`config.mk`:
```
export PLATFORM = sky130hd
export DESIGN_NAME = rf16b_piso_tx
export DESIGN_NICKNAME = d
export VERILOG_FILES = /design/src/rtl/rf16b_piso_tx.sv
export SDC_FILE = /design/constraint.sdc
export NUM_CORES = 1
export LEC_CHECK = 0
export BUFFER_PORTS_ARGS = -buffer_cell sky130_fd_sc_hd__buf_2
export CAP_MARGIN = 10
export CORE_MARGIN = 5
export CORE_UTILIZATION = 48
export DETAILED_ROUTE_END_ITERATION = 10
export PLACE_DENSITY = 0.76
export SYNTH_ARGS = -nofsm -noshare
export SYNTH_HDL_FRONTEND = slang
export SYNTH_SLANG_ARGS = --single-unit
```
`constraint.sdc`:
```
create_clock -name clk_n -period 1.4 [get_ports clk_n]
set_input_delay 0.28 -clock clk_n [delete_from_list [all_inputs] [get_ports clk_n]]
set_output_delay 0.28 -clock clk_n [all_outputs]
set_load 0.02 [all_outputs]
```
`src/rtl/rf16b_piso_tx.sv`:
```
// Parallel-in serial-out transmitter: captures a word on load/ready and shifts it out one bit per clk_en edge.
// Optional even-parity trailer bit is built when RF16B_TX_PARITY_EN is defined.
module rf16b_piso_tx #(
  parameter int WIDTH     = 16,
  parameter bit MSB_FIRST = 1'b1
) (
  input  logic             clk_n,
  input  logic             rst,
  input  logic             clk_en,
  input  logic [WIDTH-1:0] D,
  input  logic             load,
  output logic             ready,
  output logic             busy,
  output logic             sdo,
  output logic             sdo_valid,
  output logic             done
);

  localparam int CW = $clog2(WIDTH + 1);
  localparam logic [CW-1:0] LAST_CNT = CW'(WIDTH);

`ifdef RF16B_TX_PARITY_EN
  typedef enum logic [1:0] {IDLE = 2'd0, SHIFT = 2'd1, PAR = 2'd2} state_e;
`else
  typedef enum logic [0:0] {IDLE = 1'b0, SHIFT = 1'b1} state_e;
`endif

  state_e           state_q;
  logic [WIDTH-1:0] shift_q;
  logic [CW-1:0]    cnt_q;
  logic             sdo_q;
  logic             sdo_valid_q;
  logic             busy_q;
  logic             done_q;
`ifdef RF16B_TX_PARITY_EN
  logic             parity_q;
`endif

  logic             bit_d;
  logic [WIDTH-1:0] shift_d;

  // Bit order is a elaboration-time choice; only one branch survives synthesis.
  always_comb begin
    bit_d   = 1'b0;
    shift_d = shift_q;
    if (MSB_FIRST) begin
      bit_d   = shift_q[WIDTH-1];
      shift_d = {shift_q[WIDTH-2:0], 1'b0};
    end else begin
      bit_d   = shift_q[0];
      shift_d = {1'b0, shift_q[WIDTH-1:1]};
    end
  end

  always_ff @(posedge clk_n or posedge rst) begin
    if (rst) begin
      state_q     <= IDLE;
      shift_q     <= '0;
      cnt_q       <= '0;
      sdo_q       <= 1'b1;
      sdo_valid_q <= 1'b0;
      busy_q      <= 1'b0;
      done_q      <= 1'b0;
`ifdef RF16B_TX_PARITY_EN
      parity_q    <= 1'b0;
`endif
    end else begin
      // NOTE: non-blocking default here is overridden by a later assignment in the
      // same block, which is how done becomes a single-cycle pulse.
      done_q <= 1'b0;
      case (state_q)
        IDLE: begin
          if (load) begin
            shift_q <= D;
            cnt_q   <= '0;
            busy_q  <= 1'b1;
            state_q <= SHIFT;
`ifdef RF16B_TX_PARITY_EN
            parity_q <= ^D;
`endif
          end
        end
        SHIFT: begin
          if (clk_en) begin
            if (cnt_q == LAST_CNT) begin
`ifdef RF16B_TX_PARITY_EN
              state_q     <= PAR;
              sdo_q       <= parity_q;
              sdo_valid_q <= 1'b1;
`else
              state_q     <= IDLE;
              cnt_q       <= '0;
              sdo_q       <= 1'b1;
              sdo_valid_q <= 1'b0;
              busy_q      <= 1'b0;
              done_q      <= 1'b1;
`endif
            end else begin
              sdo_q       <= bit_d;
              sdo_valid_q <= 1'b1;
              shift_q     <= shift_d;
              cnt_q       <= cnt_q + CW'(1);
            end
          end
        end
`ifdef RF16B_TX_PARITY_EN
        PAR: begin
          if (clk_en) begin
            state_q     <= IDLE;
            cnt_q       <= '0;
            sdo_q       <= 1'b1;
            sdo_valid_q <= 1'b0;
            busy_q      <= 1'b0;
            done_q      <= 1'b1;
          end
        end
`endif
        default: state_q <= IDLE;
      endcase
    end
  end

  assign ready     = (state_q == IDLE);
  assign busy      = busy_q;
  assign sdo       = sdo_q;
  assign sdo_valid = sdo_valid_q;
  assign done      = done_q;

endmodule

```
# After elaboration in Yosys (flattened, before gate mapping)
# Index checks and enable logic that the tools add are counted.
dict set report word_totals {
  regBits 26
  elab_cells 38
}
dict set report op_classes {
  n_bitwise 1
  n_reduce_logical 4
  n_mux 20
  n_eq_ne 5
  n_addsub 1
}
# op n
set ops {}
lappend ops {{$mux 16} 3}
lappend ops {{$pmux 16 s2} 1}
lappend ops {{$mux 5} 3}
lappend ops {{$mux 1} 10}
lappend ops {{$pmux 5 s2} 1}
lappend ops {{$ne 2x2->1 const B} 3}
lappend ops {{$reduce_and 3->1} 2}
lappend ops {{$add 5x1->5 const B} 1}
lappend ops {{$eq 5x5->1 const B} 1}
lappend ops {{$pmux 1 s2} 2}
lappend ops {{$reduce_and 2->1} 2}
lappend ops {{$ne 2x1->1 const B} 1}
lappend ops {{$not 1->1} 1}

# Depth between registers and ports, before layout
# Gate-level depths: netlist of run 1.
dict set report depth {
  ltp_word 4
  ltp_mapped 6
}

# Least setup slack after synthesis of run 1
# No wires, ideal clock.
dict set report synth_path {
  path_kind {register to register}
  startpoint {reg cnt_q[0]}
  endpoint {reg shift_q[7]}
  path_buffers 1
  t_required_ns 1.273
  path_slack_ns 0.029
  path_stages_with_launch 7
  arrival_ns 1.244
  setup_time_ns 0.127
  path_cell_list {dfrtp_1 -> inv_1 -> ha_1 -> and4bb_4 -> buf_6 -> o32ai_1 -> nor2_1}
}
dict set report synth_between {
  elab_chain_cells 3
}
# element line_no
set synth_rtl {}
lappend synth_rtl {{start, declared} 30} ;# logic [CW-1:0] cnt_q;
lappend synth_rtl {{start signal, assigned} 102} ;# cnt_q <= cnt_q + CW'(1);
lappend synth_rtl {{$eq 5x5->1} 85} ;# if (cnt_q == LAST_CNT) begin
lappend synth_rtl {{$ne 2x2->1 (no line)} n/a}
lappend synth_rtl {{$reduce_and 3->1 (no line)} n/a}
lappend synth_rtl {{end signal, assigned} 101} ;# shift_q <= shift_d;
lappend synth_rtl {{end, declared} 29} ;# logic [WIDTH-1:0] shift_q;
# No other way between the ends.
# A chain may end at the register's enable or synchronous reset.

# Worst setup path in the final report of run 1
dict set report layout_path {
  startpoint {reg cnt_q[1]}
  endpoint {reg shift_q[6]}
}
# Same word-level chain as after synthesis.

==> flow_summary_export.csv, run 1 <==
group,metric,value,unit
logic_synthesis,syn_inst,118,
placement,globalplace.congestion,0.782,
clock_tree,path_clk_slew,0.14,ns
placement,dp_slack,-0.0909,ns
critical_path,crit_path_max_fanout,7,
floorplanning,fp.dieH,62.3,um
power,ir_drop,1.21,mV
cells_and_area,final_common_cell,"dfrtp_1",
clock_tree,clockRootBuffer,"clkbuf_4",
logic_synthesis,yosysSeqAreaShare,0.496,
cells_and_area,antennaDiodeCount,0,
sta,worst_pin_slew,0.422,ns
drt,avgViaCountPerCell,5.90,
logic_synthesis,synthDistinctLibCells,32,
global_route,antenna_found_initial,0,
critical_path,crit_type,"reg -> reg",
cells_and_area,drive_above_1_share,0.451,
cells_and_area,synthToLayoutAreaGrowth,27.6,%
drt,drt-initial-drc-count,44,
job,drv_cap,0,
sta,hold_viol,0,
sta,slew_viol_final,0,
clock_tree,clk_path_buf_depth,2,
logic_synthesis,synthFlopType,"dfrtp_1",
sta,max_slew_margin,0.718,
drt,wirelength,2940,um
sta,clock.fmax,706,MHz
global_route,grt_max_degree,18,
placement,post-dp-hpwl,2060,um
logic_synthesis,synth_area,0.00131,mm2
clock_tree,cts_tree,"yes",
floorplanning,placement_rows,19,
logic_synthesis,synthArstFlopShare,1.00,
sta,setup_tns,-0.0673,ns
power,powerDensity,1640,mW/mm2
clock_tree,insertion_delay,0.31,ns
global_route,grtUsageTotal,0.156,
cells_and_area,nNetsFinal,176,
power,p_leak,0.699,nW
clock_tree,cts_max_level,1,
placement,io_buffers,24,
logic_synthesis,synth_enable_flop_cells,0,
drt,vias,1086,
placement,dp_cells,176,
sta,period_needed,1.42,ns
floorplanning,core_area,0.00269,mm2
cells_and_area,layout_common_cells,"24 x dfrtp_1, 23 x buf_2, 13 x nor2_1",
cells_and_area,num-fill-cells,225,
clock_tree,cts_sinks,26,
floorplanning,start_util,0.489,
critical_path,arrival,1.62,ns
logic_synthesis,ys_seq_elements,26,
floorplanning,ios,25,
drt,drc,0,
global_route,grt_pass1_vias,1115,
clock_tree,cts_buffers,3,
floorplanning,die_w,62.3,um
floorplanning,die_area,0.00388,mm2
sta,whs,0.185,ns
cells_and_area,multi_input_area,653,um2
critical_path,critPathRequiredTime,1.61,ns
sta,period_share,1.01,
logic_synthesis,synthesis.nets,140,
sta,worst_slack,-0.0157,ns
critical_path,end_kind,"flip-flop",
drt,drtPass1Iterations,4,
drt,routedWlPerCell,16.0,um
logic_synthesis,yosysWarnings,0,
sta,grt_setup_unrepaired,"yes",
drt,detail-route-antenna-nets,0,
sta,setup_viol,5,
outcome,status,"complete, but fails checks",
worst_hold_path,hold_depth,3,
outcome,failed_checks,"setup timing",
worst_hold_path,min_path_type,"in -> reg",
critical_path,reg2reg_depth,5,
global_route,overflow,0,
cells_and_area,fin_cells,184,
cells_and_area,area.sequential,653,um2
critical_path,worstSetupStartpointType,"flip-flop",
logic_synthesis,synth_area_per_cell,11.1,um2
cells_and_area,final_util,0.624,
global_route,grt_pass1_wl,5110,um
sta,fin_skew,0.00598,ns
==> Yosys cell counts, drive strengths merged (2+ instances only) <==
master	n	area [um2]
dfrtp	25	626
nor2	13	48.8
nand2	9	36.3
a221oi	8	70.1
o21ai	8	51.3
o32ai	8	70.1
buf	7	68.8
o221a	7	78.8
or2	7	43.8
inv	5	18.8
nand3	4	20.0
a21boi	2	15.0
ha	2	25.0
==> sequential cells by signal (all words and copies together), names as in the netlist <==
signal	count
shift_q	16
busy	1
cnt_q	5
done	1
sdo	1
state_q	1
sdo_valid	1
==> layout make-up <==
type,instances,share of cell area
sequential,26,0.390
inverter,6,0.0164
clock buffer,4,0.0216
timing repair buffer,38,0.160
tap,31,0.0231
multi-input combinational,79,0.390
==> worst max-delay path: stages, from the launching register on <==
cell and delay, ns:
dfrtp_1 0.42, inv_2 0.08, ha_4 0.17, nand4bb_4 0.19, a221oi_1 0.36, nor2_1 0.10
==> metal layers <==
metal / up-vias / global-route usage / wire length, um / part of all wire
li1: 519 / - / - / -
met1: 530 / 0.210 / 1310 / 0.45
met2: 31 / 0.264 / 1450 / 0.49
met3: 6 / 0.0198 / 133 / 0.045
met4: 0 / 0.0424 / 40 / 0.014
met5: - / 0 / 0 / 0
==> power by group <==
part           internal (mW)  switching [mW]  leakage (nW)  total, mW
Combinational          0.587           0.505         0.393       1.09
Clock                  0.159           0.219        0.0210      0.378
Sequential              1.04           0.234         0.285       1.27
==> stage by stage <==
stage,instance area (um2),total power [mW]
floorplan,1310,1.87
finish,1680,2.74
global placement,1520,2.13
global route,1680,2.93
CTS,1630,2.68
detailed placement,1520,2.19
==> worst paths after layout <==
| check | start | end | slack, ns |
|---|---|---|---|
| max in group asynchronous | rst | shift_q[9] | 0.49 |
| worst min-delay path | D[0] | shift_q[0] | 0.19 |
| worst max-delay path | cnt_q[1] | shift_q[6] | -0.02 |
| worst max register to register | cnt_q[1] | shift_q[6] | -0.02 |
| worst min register to register | sdo | sdo | 0.47 |
| min in group asynchronous | rst | done | 0.48 |
==> kinds of logic (layout without fill, tap and decap cells) <==
kind of cell / count (synthesis) / after routing / synth area share
AOI/OAI and AO/OA: 37 / 37 / 0.238
adders and majority gates: 2 / 2 / 0.0190
buffers and inverters: 14 / 48 / 0.0733
DFF: 26 / 26 / 0.496
and+or+nand+nor: 39 / 40 / 0.173
==> timing repair <==
item	in CTS	in global routing
pin swaps	5	0
setup buffers	0	2
resized for setup	11	9
endpoints found under the setup margin	19	20
hold endpoints to repair	8	0
gates cloned	1	0
hold buffers	1	0
Note: power is estimated with default switching activity, not from simulation.
==> run 2: changes to the inputs <==
--- a/config.mk
+++ b/config.mk
@@ -8,9 +8,9 @@
 export BUFFER_PORTS_ARGS = -buffer_cell sky130_fd_sc_hd__buf_2
 export CAP_MARGIN = 10
 export CORE_MARGIN = 5
-export CORE_UTILIZATION = 48
+export CORE_UTILIZATION = 40
 export DETAILED_ROUTE_END_ITERATION = 10
-export PLACE_DENSITY = 0.76
+export PLACE_DENSITY = 0.66
 export SYNTH_ARGS = -nofsm -noshare
 export SYNTH_HDL_FRONTEND = slang
 export SYNTH_SLANG_ARGS = --single-unit
==> run 2 against run 1 <==
Compared with the run above:
- the run still ends with setup timing left
- fmax increased by 0.85%
- core utilization down 4.2 points
- register-to-register slack barely moved
- largest cell class is now multi-input combinational cells
- combinational power grew 13%
- non-clock buffer count increased by 6
==> flow_summary_export.csv, run 2 (same netlist as run 1, synthesis figures left out) <==
group,metric,value,unit
outcome,status,"complete, but fails checks",
outcome,failed_checks,"setup timing",
clock_tree,cts_buffers,3,
critical_path,crit_type,"reg -> reg",
floorplanning,placement_rows,20,
cells_and_area,synthToLayoutAreaGrowth,37.4,%
drt,drt-initial-drc-count,110,
drt,detail-route-antenna-nets,0,
sta,grt_setup_unrepaired,"yes",
clock_tree,insertion_delay,0.33,ns
global_route,grt_pass1_wl,5030,um
critical_path,critPathRequiredTime,1.62,ns
sta,period_share,1.00,
critical_path,worst_path_max_delay_cell,"dfrtp_1",
critical_path,end_kind,"flip-flop",
placement,io_buffers,24,
sta,clock.fmax,712,MHz
clock_tree,path_clk_slew,0.15,ns
clock_tree,cts_sinks,26,
drt,avgViaCountPerCell,5.43,
floorplanning,fp.dieH,67.3,um
sta,worst_pin_slew,0.334,ns
drt,wirelength,3360,um
critical_path,arrival,1.63,ns
cells_and_area,drive_above_1_share,0.535,
critical_path,worstSetupStartpointType,"flip-flop",
floorplanning,start_util,0.423,
critical_path,cp_top_family,"flip-flops",
power,p_leak,0.747,nW
cells_and_area,top_register,"shift_q",
global_route,overflow,0,
power,ir_drop,0.839,mV
global_route,grt_max_degree,27,
critical_path,worstPathCellList,"inv_2 -> ha_4 -> and4bb_4 -> o21ai_4 -> o221a_2",
placement,globalplace.congestion,0.866,
critical_path,crit_path_max_fanout,7,
floorplanning,die_w,67.3,um
job,drv_cap,0,
sta,slew_viol_final,0,
clock_tree,cts_tree,"yes",
worst_hold_path,min_path_type,"in -> reg",
sta,period_needed,1.40,ns
power,powerDensity,1610,mW/mm2
sta,hold_viol,0,
cells_and_area,final_util,0.582,
cells_and_area,antennaDiodeCount,0,
cells_and_area,final_common_cell,"dfrtp_1",
clock_tree,clockRootBuffer,"clkbuf_4",
floorplanning,ios,25,
global_route,antenna_found_initial,0,
cells_and_area,largest_register_ffs,16,
drt,drtPass1Iterations,4,
drt,routedWlPerCell,16.5,um
cells_and_area,layout_common_cells,"25 x dfrtp_1, 23 x buf_2, 14 x buf_4",
drt,vias,1103,
sta,max_slew_margin,0.778,
clock_tree,clk_path_buf_depth,2,
cells_and_area,final_cell_area,0.00181,mm2
critical_path,cp_num_buf_inv,1,
floorplanning,die_area,0.00453,mm2
floorplanning,core_area,0.00310,mm2
cells_and_area,nNetsFinal,182,
cells_and_area,top_regs,"shift_q x16, cnt_q x5",
drt,drc,0,
placement,place_area,0.00153,mm2
sta,worst_slack,-0.00381,ns
sta,fin_skew,0.0102,ns
critical_path,cp_slowest_stage_delay,0.42,ns
global_route,grt_pass1_vias,1082,
clock_tree,cts_max_level,1,
global_route,grtUsageTotal,0.145,
sta,setup_viol,1,
placement,post-dp-hpwl,2090,um
[run 2: final cells by class]
| type | count | area (um2) |
|---|---|---|
| tap | 44 | 55.1 |
| inverter | 6 | 22.5 |
| multi-input combinational | 79 | 721 |
| sequential | 26 | 652 |
| timing repair buffer | 44 | 319 |
| fill | 286 | 1300 |
| clock buffer | 4 | 36.3 |
[run 2: through the flow]
stage | setup TNS (ns) | instances | total power [mW] | hold slack [ns] | worst slack [ns]
5_1_grt | -0.656 | 203 | 3.09 | 0.203 | -0.0890
6_report | -0.00381 | 203 | 2.91 | 0.193 | -0.00381
2_1_floorplan | 0 | 118 | 1.87 | 0.319 | 0.0288
4_1_cts | -0.00826 | 197 | 2.70 | 0.188 | -0.00826
3_5_place_dp | -0.333 | 190 | 2.19 | 0.352 | -0.0901
3_3_place_gp | -0.0268 | 190 | 2.14 | 0.347 | -0.00491
[run 2: power breakdown]
group	leakage [nW]	internal, mW	total [mW]	switching (mW)
sequential	0.286	1.04	1.29	0.249
clock	0.0210	0.159	0.390	0.230
combinational	0.440	0.677	1.23	0.558
[run 2: routing by layer]
layer / GRT usage / part of all wire / vias up
met3: 0.0399 / 0.045 / 2
met5: 0 / 0 / -
met2: 0.238 / 0.52 / 24
met4: 0.0152 / 0.0030 / 0
li1: - / - / 528
met1: 0.197 / 0.43 / 549
[run 2: what timing repair did]
item                                    CTS  global route
setup buffers                             1             6
hold endpoints to repair                 25             0
gates cloned                              1             0
endpoints found under the setup margin   18            21
resized for setup                         8            26
hold buffers                              1             0
pin swaps                                 3             8
[run 2: final timing paths]
check	start	end	slack, ns	cells after the start
worst max-delay path	cnt_q[0]	shift_q[10]	-0.004	5
worst min-delay path	D[0]	shift_q[0]	0.19	3
worst max register to register	cnt_q[0]	shift_q[10]	-0.004	5
worst min register to register	sdo	sdo	0.47	2
max in group asynchronous	rst	sdo	0.57	4
min in group asynchronous	rst	cnt_q[3]	0.52	4
[run 2: worst register-to-register path, stage by stage, from the launching register on]
cell      delay (ns)
dfrtp_1         0.42
inv_2           0.07
ha_4            0.16
and4bb_4        0.30
o21ai_4         0.10
o221a_2         0.25
